--- src/rtl/ternary_dot_v3.sv ---
// Multi-lane ternary dot-product engine: registered lane-sum stage feeding a guard-bit accumulator.
// Optional TDOT_ZSTAT_EN adds a zero-weight lane counter output (zero_count).
module ternary_dot_v3 #(
    parameter int unsigned LANES      = 8,
    parameter int unsigned ACT_BITS   = 16,
    parameter int unsigned ACC_BITS   = 32,
    parameter int unsigned GUARD_BITS = 4,
    parameter int unsigned MAX_BEATS  = 1024,
    localparam int unsigned CNT_W     = $clog2(MAX_BEATS + 1)
`ifdef TDOT_ZSTAT_EN
    , localparam int unsigned ZC_W    = CNT_W + $clog2(LANES)
`endif
) (
    input  logic                         clk,
    input  logic                         rst,
    input  logic                         start,
    input  logic [CNT_W-1:0]             len,
    input  logic                         sat_en,
    input  logic                         abort,
    input  logic                         in_valid,
    output logic                         in_ready,
    input  logic [LANES*ACT_BITS-1:0]    act,
    input  logic [2*LANES-1:0]           wgt,
    output logic                         out_valid,
    input  logic                         out_ready,
    output logic [ACC_BITS-1:0]          result,
    output logic                         sat_flag,
    output logic                         busy
`ifdef TDOT_ZSTAT_EN
    , output logic [ZC_W-1:0]            zero_count
`endif
);

    localparam int unsigned LG   = $clog2(LANES);
    localparam int unsigned LSW  = ACT_BITS + LG + 1;
    localparam int unsigned ACCW = ACC_BITS + GUARD_BITS;
    localparam int unsigned SUMW = ACCW + 1;
    localparam logic signed [SUMW-1:0] SAT_MAX = {{(GUARD_BITS + 2){1'b0}}, {(ACC_BITS - 1){1'b1}}};
    localparam logic signed [SUMW-1:0] SAT_MIN = {{(GUARD_BITS + 2){1'b1}}, {(ACC_BITS - 1){1'b0}}};

    typedef enum logic [1:0] {IDLE, ACCUM, DRAIN, DONE} state_t;

    state_t                  state;
    logic [CNT_W-1:0]        len_q;
    logic [CNT_W-1:0]        beat_cnt;
    logic                    sat_en_q;
    logic signed [LSW-1:0]   lane_sum_c;
    logic signed [LSW-1:0]   lane_sum;
    logic                    s1_valid;
    logic signed [ACCW-1:0]  acc;
    logic signed [ACCW-1:0]  acc_nxt_c;
    logic signed [SUMW-1:0]  sum_c;
    logic                    sat_hit_c;
    logic                    accept_c;
    logic                    last_beat_c;

    // Ternary weight selects +act, -act or 0; no multiplier.
    function automatic logic signed [LSW-1:0] lane_prod(input logic signed [ACT_BITS-1:0] a,
                                                        input logic [1:0] w);
        case (w)
            2'b10:   return LSW'(a);
            2'b00:   return -LSW'(a);
            default: return '0;
        endcase
    endfunction

    always_comb begin
        lane_sum_c = '0;
        for (int i = 0; i < LANES; i++) begin
            lane_sum_c = lane_sum_c + lane_prod(act[i*ACT_BITS +: ACT_BITS], wgt[2*i +: 2]);
        end
    end

    // Accumulate one extra bit wide so the clamp compare never overflows.
    always_comb begin
        sum_c     = SUMW'(acc) + SUMW'(lane_sum);
        acc_nxt_c = sum_c[ACCW-1:0];
        sat_hit_c = 1'b0;
        if (sat_en_q && (sum_c > SAT_MAX)) begin
            acc_nxt_c = ACCW'(SAT_MAX);
            sat_hit_c = 1'b1;
        end else if (sat_en_q && (sum_c < SAT_MIN)) begin
            acc_nxt_c = ACCW'(SAT_MIN);
            sat_hit_c = 1'b1;
        end
    end

    assign accept_c    = in_valid && in_ready;
    assign last_beat_c = (beat_cnt + CNT_W'(1)) == len_q;

`ifdef TDOT_ZSTAT_EN
    localparam int unsigned ZLW = LG + 1;
    logic [ZLW-1:0] zlanes_c;

    // Weight codes 01 and 11 are the zero weights: bit 0 set.
    always_comb begin
        zlanes_c = '0;
        for (int i = 0; i < LANES; i++) begin
            zlanes_c = zlanes_c + ZLW'(wgt[2*i]);
        end
    end

    always_ff @(posedge clk or posedge rst) begin
        if (rst) begin
            zero_count <= '0;
        end else if (!abort) begin
            if (state == IDLE && start && len != '0) begin
                zero_count <= '0;
            end else if (accept_c) begin
                zero_count <= zero_count + ZC_W'(zlanes_c);
            end
        end
    end
`endif

    always_ff @(posedge clk or posedge rst) begin
        if (rst) begin
            state     <= IDLE;
            len_q     <= '0;
            beat_cnt  <= '0;
            sat_en_q  <= 1'b0;
            lane_sum  <= '0;
            s1_valid  <= 1'b0;
            acc       <= '0;
            result    <= '0;
            sat_flag  <= 1'b0;
            in_ready  <= 1'b0;
            out_valid <= 1'b0;
            busy      <= 1'b0;
        end else begin
            s1_valid <= 1'b0;
            if (abort) begin
                state     <= IDLE;
                in_ready  <= 1'b0;
                out_valid <= 1'b0;
                busy      <= 1'b0;
                acc       <= '0;
                beat_cnt  <= '0;
            end else begin
                if (accept_c) begin
                    lane_sum <= lane_sum_c;
                    s1_valid <= 1'b1;
                end
                if (s1_valid) begin
                    acc    <= acc_nxt_c;
                    result <= acc_nxt_c[ACC_BITS-1:0];
                    if (sat_hit_c) sat_flag <= 1'b1;
                end
                case (state)
                    IDLE: begin
                        if (start && len != '0) begin
                            len_q    <= len;
                            sat_en_q <= sat_en;
                            acc      <= '0;
                            sat_flag <= 1'b0;
                            beat_cnt <= '0;
                            in_ready <= 1'b1;
                            busy     <= 1'b1;
                            state    <= ACCUM;
                        end
                    end
                    ACCUM: begin
                        if (accept_c) begin
                            beat_cnt <= beat_cnt + CNT_W'(1);
                            if (last_beat_c) begin
                                in_ready <= 1'b0;
                                state    <= DRAIN;
                            end
                        end
                    end
                    // Leave once the final beat has passed stage 1 and landed in acc.
                    DRAIN: begin
                        if (!s1_valid) begin
                            out_valid <= 1'b1;
                            state     <= DONE;
                        end
                    end
                    DONE: begin
                        if (out_ready) begin
                            out_valid <= 1'b0;
                            busy      <= 1'b0;
                            state     <= IDLE;
                        end
                    end
                    default: state <= IDLE;
                endcase
            end
        end
    end

endmodule

--- config.mk ---
export PLATFORM = sky130hd
export DESIGN_NAME = ternary_dot_v3
export DESIGN_NICKNAME = d
export VERILOG_FILES = /design/src/rtl/ternary_dot_v3.sv
export SDC_FILE = /design/constraint.sdc
export NUM_CORES = 1
export LEC_CHECK = 0
export ABC_AREA = 1
export BUFFER_PORTS_ARGS = -buffer_cell sky130_fd_sc_hd__buf_2
export CORE_ASPECT_RATIO = 1.75
export CORE_UTILIZATION = 40
export CTS_CLUSTER_SIZE = 28
export DETAILED_ROUTE_END_ITERATION = 8
export PLACE_DENSITY = 0.59
export RECOVER_POWER = 100
export SETUP_SLACK_MARGIN = 0.15
export SLEW_MARGIN = 20
export SYNTH_ARGS = -nofsm -noshare
export SYNTH_HDL_FRONTEND = slang
export SYNTH_SLANG_ARGS = --single-unit
--- constraint.sdc ---
create_clock -name clk -period 4.76 [get_ports clk]
set_input_delay 0.238 -clock clk [delete_from_list [all_inputs] [get_ports clk]]
set_output_delay 0.238 -clock clk [all_outputs]
set_load 0.005 [all_outputs]
==> run metrics, run 1 <==
slew margin rel. -130%; Tmin final 4.95 ns; Seq/Total Area, Yosys 19.3%; antenna violations before repair 0; outcome complete, but fails checks; WHS 0.0184 ns; setup TNS -0.687 ns; vias in the first global route 17100; initial core utilization 40.7%; overflow left after global routing 0; DRC Markers 0; Die X 150 µm; register area 2950 µm²; Avg Cell Area, Syn 6.39 µm²; # IOs 198; Mapped Area 15300 µm²; R2R depth 17; Inst Count DP 3317; H-tree depth 4; clk root buf clkbuf_16; hold depth 3; Routed Antenna Nets 0; Reg2Reg Setup Slack 0.29 ns; Worst Hold Launch len[2]; Post-Syn Nets 2741; CP startpoint kind primary input; CTS tree built; reg-to-reg critical path startpoint lane_sum[19]; Final Setup Violations 7; Multi-input gate area 11200 µm²; FF-to-FF End acc[18]; max-cap viol count 3; Final period util 104%; fmax 202 MHz; clk_lat worst skew 0.43 ns; Layout fillers 3859; Crit. End Element flip-flop; die area 39100 µm²; WL per Instance 16.1 µm; post-synthesis register bit count 118; Worst Tran Pin Value 3.43 ns; DP HPWL 46100 µm; Util after Layout 54.5%; layout cells sized above 1 23.5%; number of synthesized flops with an enable pin 0; Layout Skew 0.0104 ns; largest net degree at the start of global routing 78; RSZ-0062 raised after global routing yes; Syn Inst Count 2398; CTS Buf Count 17; critical path fanouts, max 4; nets@finish 3231; pwr dens 511 nW/µm²; row count 94; slowest cell on the critical path fa_1; HP Class in -> reg; Syn. warnings 0; final std cells w/o fill 3380; WL final 54300 µm; Place WS -0.797 ns; DR pass1 iterations 5; vias per std cell 4.96; drt first-iter violations 718; die height 261 µm; Hold Path Sink len_q[2]; Crit path required time 5.05 ns; Clock transition at path regs 0.06 ns; CTS Buffer Depth 2; ys flop type dfrtp_1; Async S/R FF share, synth 100%; CP peak stage delay 0.53 ns; Crit Path Class in -> reg; failing checks capacitance limit, slew limit, setup timing; I/O Buffers 197; Pleak 11.2 nW; Synth-to-Final Area Change 33.7%; Slew Limit Fails 147; gpl congestion 0.964; endpoints failing hold 0; Arrival @ worst endpoint 5.24 ns; Max IR drop VDD 0.000400 V; clk sinks 118; All-Layer GR Usage 28.4%; # diodes 0; Vias 16800; first-pass GRT wire length 85100 µm; Final WS setup -0.191 ns; area of the core 37600 µm²; Netlist cell types 52
[kinds of logic (layout without fill, tap and decap cells)]
family                   count (synthesis)  in the layout  synth area share, %
AO/OA/AOI/OAI                          312            312                 11.3
XOR/XNOR                                69             69                 3.94
adder cells (fa/ha/maj)                181            181                 20.3
buffers and inverters                  503           1005                 12.6
flip-flops                             118            118                 19.3
AND/OR/NAND/NOR                       1215           1215                 32.6
[worst max-delay path by stage]
stage / start / end / slack, ns / cells after the start
after global routing: act[48] / lane_sum[18] / -0.48 / 33
after global placement: act[17] / lane_sum[18] / -0.75 / 28
after floorplan: act[49] / lane_sum[18] / -0.19 / 31
after CTS: act[81] / lane_sum[17] / -0.17 / 34
final: act[49] / lane_sum[17] / -0.19 / 33
after detailed placement: act[17] / lane_sum[18] / -0.80 / 28
[through the flow]
step,power (mW),cell area [µm²]
finish,10.5,20500
global route,11.5,20500
CTS,10.0,20200
detailed placement,8.00,19100
global placement,7.92,19100
floorplan,5.66,15600
[final cells by class]
type	count	area share, %
multi-input cells	1777	54.5
repair buffers	517	16.7
flip-flops and latches	118	14.4
inverters	457	8.53
well taps	480	2.93
clock buffers	17	2.08
clock inverters	14	0.861
[placed cells by master, fill, tap and decap left out, drive strengths merged, types with 10 or more instances in the layout]
master and count:
o22ai 17, xor2 48, xnor2 21, buf 481, inv 454, nand2 683, fa 112, nand4 25
a21oi 131, clkbuf 52, nor3 76, nand3 117, o21bai 10, nor2 282, o21ai 110, clkinv 11
ha 69, dfrtp 118, and3 11
[synth_stat cells, drive strengths merged (4+ instances only)]
master	count	area [µm²]
fa	112	2240
nor2	282	1070
a31oi	6	37.5
inv	453	1700
o21bai	10	75.1
a21oi	131	663
o31ai	5	37.5
xnor2	21	184
nor4	5	31.3
buf	13	95.1
xor2	48	420
nand3	117	591
nor3	76	385
o21a	4	30.0
a22oi	5	37.5
clkinv	4	15.0
a21o	7	52.6
o21ai	110	551
and3	11	68.8
nand4	25	156
nand2	683	2580
dfrtp	118	2950
o22ai	17	106
clkbuf	33	125
ha	69	863
nand3b	5	37.5
or2	7	43.8
[worst max-delay path: cells and delay by family]
kind            cells  cell delay [ns]
buf+inv             9             0.58
fa+ha+maj           6             2.30
simple gates       13             1.37
compound gates      4             0.62
xor+xnor            1             0.15
[where the power goes]
group | internal [mW] | switching [mW]
Combinational | 3.52 | 4.10
Sequential | 1.30 | 0.223
Clock | 0.824 | 0.491
Total | 5.65 | 4.82
[state kept, by name (all words and copies together) (netlist names), 2 cells and up]
register	count
acc	36
beat_cnt	11
lane_sum	20
len_q	11
result	32
state	2
[routing by layer]
metal / track usage [%] / wire, µm / up-vias
met4: 19.0 / 3760 / 0
met1: 25.5 / 18200 / 7780
li1: - / - / 8471
met2: 58.1 / 31000 / 371
met3: 2.49 / 1300 / 136
met5: 0 / 0 / -
[what timing repair did]
action	CTS	global route
gates resized for setup	91	78
hold endpoints to repair	1	0
setup endpoints to repair	13	13
hold buffers	1	0
buffers inserted	18	13
gates cloned	0	0
pin swaps	71	69
(Power assumes the default switching activity.)
==> run 2: changes to the inputs <==
CORE_UTILIZATION = 55   (was 40)
PLACE_DENSITY = 0.76   (was 0.59)
==> run metrics, run 2 (synthesis results as in run 1) <==
drt first-iter violations 735; CP peak stage delay 0.56 ns; clock power share 12.2%; critical path fanouts, max 3; outcome complete, but fails checks; pwr dens 531 nW/µm²; Pleak 11.2 nW; Switching Share 47.3%; Worst Tran Pin Value 3.22 ns; # diodes 0; Seq pwr share 14.2%; endpoints failing hold 0; setup TNS -0.768 ns; clk root buf clkbuf_16; Final WS setup -0.217 ns; slowest cell on the critical path fa_2; Arrival @ worst endpoint 5.29 ns; vias per std cell 5.32; Crit path required time 5.07 ns; clk_lat worst skew 0.45 ns; antenna violations before repair 0; Top Registers acc x36, result x32, lane_sum x20; Comb power frac 73.6%; final std cells w/o fill 3238; CP startpoint kind primary input; fmax 201 MHz; layout cells sized above 1 24.3%; RSZ-0062 raised after global routing yes; Die X 128 µm; WHS 0.0122 ns; max FFs per register 36; DR pass1 iterations 5; Slew Limit Fails 76; WL final 53800 µm; Final period util 105%; Clock transition at path regs 0.06 ns; row count 80; Int Pwr 5.67 mW; switching power 5.09 mW; largest net degree at the start of global routing 76; failing checks capacitance limit, slew limit, setup timing; Most flops, register acc; area of the core 27300 µm²; Tmin final 4.98 ns; Crit Path Class in -> reg; All-Layer GR Usage 37.9%; DP HPWL 42800 µm; # IOs 198; die height 223 µm; H-tree depth 4; Util after Layout 74.2%; clk sinks 118; Crit. End Element flip-flop; DRC Markers 0; Final Setup Violations 6; vias in the first global route 17700; gpl congestion 0.995; Max IR drop VDD 0.000385 V; CTS Buf Count 17; initial core utilization 56.1%; most frequent cells in the layout nand2_1, inv_1, buf_4; I/O Buffers 197; commonest non-fill, non-tap cell in the layout nand2_1; WL per Instance 16.6 µm; Vias 17200; Routed Antenna Nets 0; nets@finish 3199; Layout Skew 0.0105 ns; Reg2Reg Setup Slack 0.93 ns; max-cap viol count 1; slew margin rel. -116%; CTS tree built; HP Class in -> reg; Synth-to-Final Area Change 32.2%; Inst Count DP 3181; most frequent CP cell inv_2; CTS Buffer Depth 2; die area 28600 µm²; overflow left after global routing 0; first-pass GRT wire length 83600 µm
## run 2: cell count changes in the layout (fill, tap and decap cells not counted), moves of 3 or more
cell,previous run,this run
a21oi_1,114,109
a21oi_2,13,20
buf_2,164,191
buf_4,302,280
clkbuf_1,31,2
clkbuf_2,3,0
nand2_2,22,19
nand3_1,109,106
nor3_1,52,46
nor3_2,17,21
o21ai_1,20,16
o21ai_2,2,7
## run 2: critical path, delay by kind of cell
kind / cells / cell delay (ns)
xor+xnor: 1 / 0.20
compound gates: 5 / 0.54
fa+ha+maj: 6 / 2.34
simple gates: 11 / 1.23
buf+inv: 10 / 0.70
## run 2: layout make-up
class / instances / area [µm²]
Multi-Input combinational cell: 1777 / 11300
Fill cell: 2328 / 7060
Timing Repair Buffer: 485 / 3230
Sequential cell: 118 / 2950
Inverter: 457 / 1740
Tap cell: 369 / 462
Clock buffer: 20 / 447
Clock inverter: 12 / 154
## run 2: path summary, 6_finish.rpt
check                        startpoint           end  cells past startpoint
max                             act[80]  lane_sum[17]                     33
min reg2reg                        busy          busy                      2
min                             len[10]     len_q[10]                      3
max reg2reg                lane_sum[19]        acc[8]                     17
max in group asynchronous           rst     out_valid                      3
min in group asynchronous           rst       acc[35]                      2
## run 2: metal layers
layer | vias to the layer above | track usage (%) | wire [µm]
li1 | 8386 | - | -
met1 | 8028 | 34.2 | 17800
met2 | 551 | 70.8 | 28400
met3 | 258 | 5.01 | 1860
met4 | 0 | 35.5 | 5780
met5 | - | 0 | 0
## run 2: timing repair
item	in CTS	in global routing
pin swaps	49	56
resized for setup	108	77
endpoints found under the setup margin	11	13
cloned	0	0
buffers inserted	17	6
hold buffers	2	0
endpoints found under the hold margin	2	0
## run 2: stage by stage
stage,worst slack (ns),power (mW),instance area (µm²)
2_1_floorplan,-0.194,5.66,15600
5_1_grt,-0.538,11.6,20300
4_1_cts,-0.0938,9.90,19900
6_report,-0.217,10.8,20300
3_5_place_dp,-0.753,7.88,18800
3_3_place_gp,-0.673,7.68,18800
## run 2: power groups by stage
stage	Combinational, mW	Clock (mW)	Sequential, mW
2_1_floorplan	4.16	0	1.49
3_3_place_gp	6.16	0	1.52
3_5_place_dp	6.35	0	1.53
4_1_cts	7.05	1.32	1.52
5_1_grt	8.63	1.36	1.56
6_report	7.92	1.31	1.53
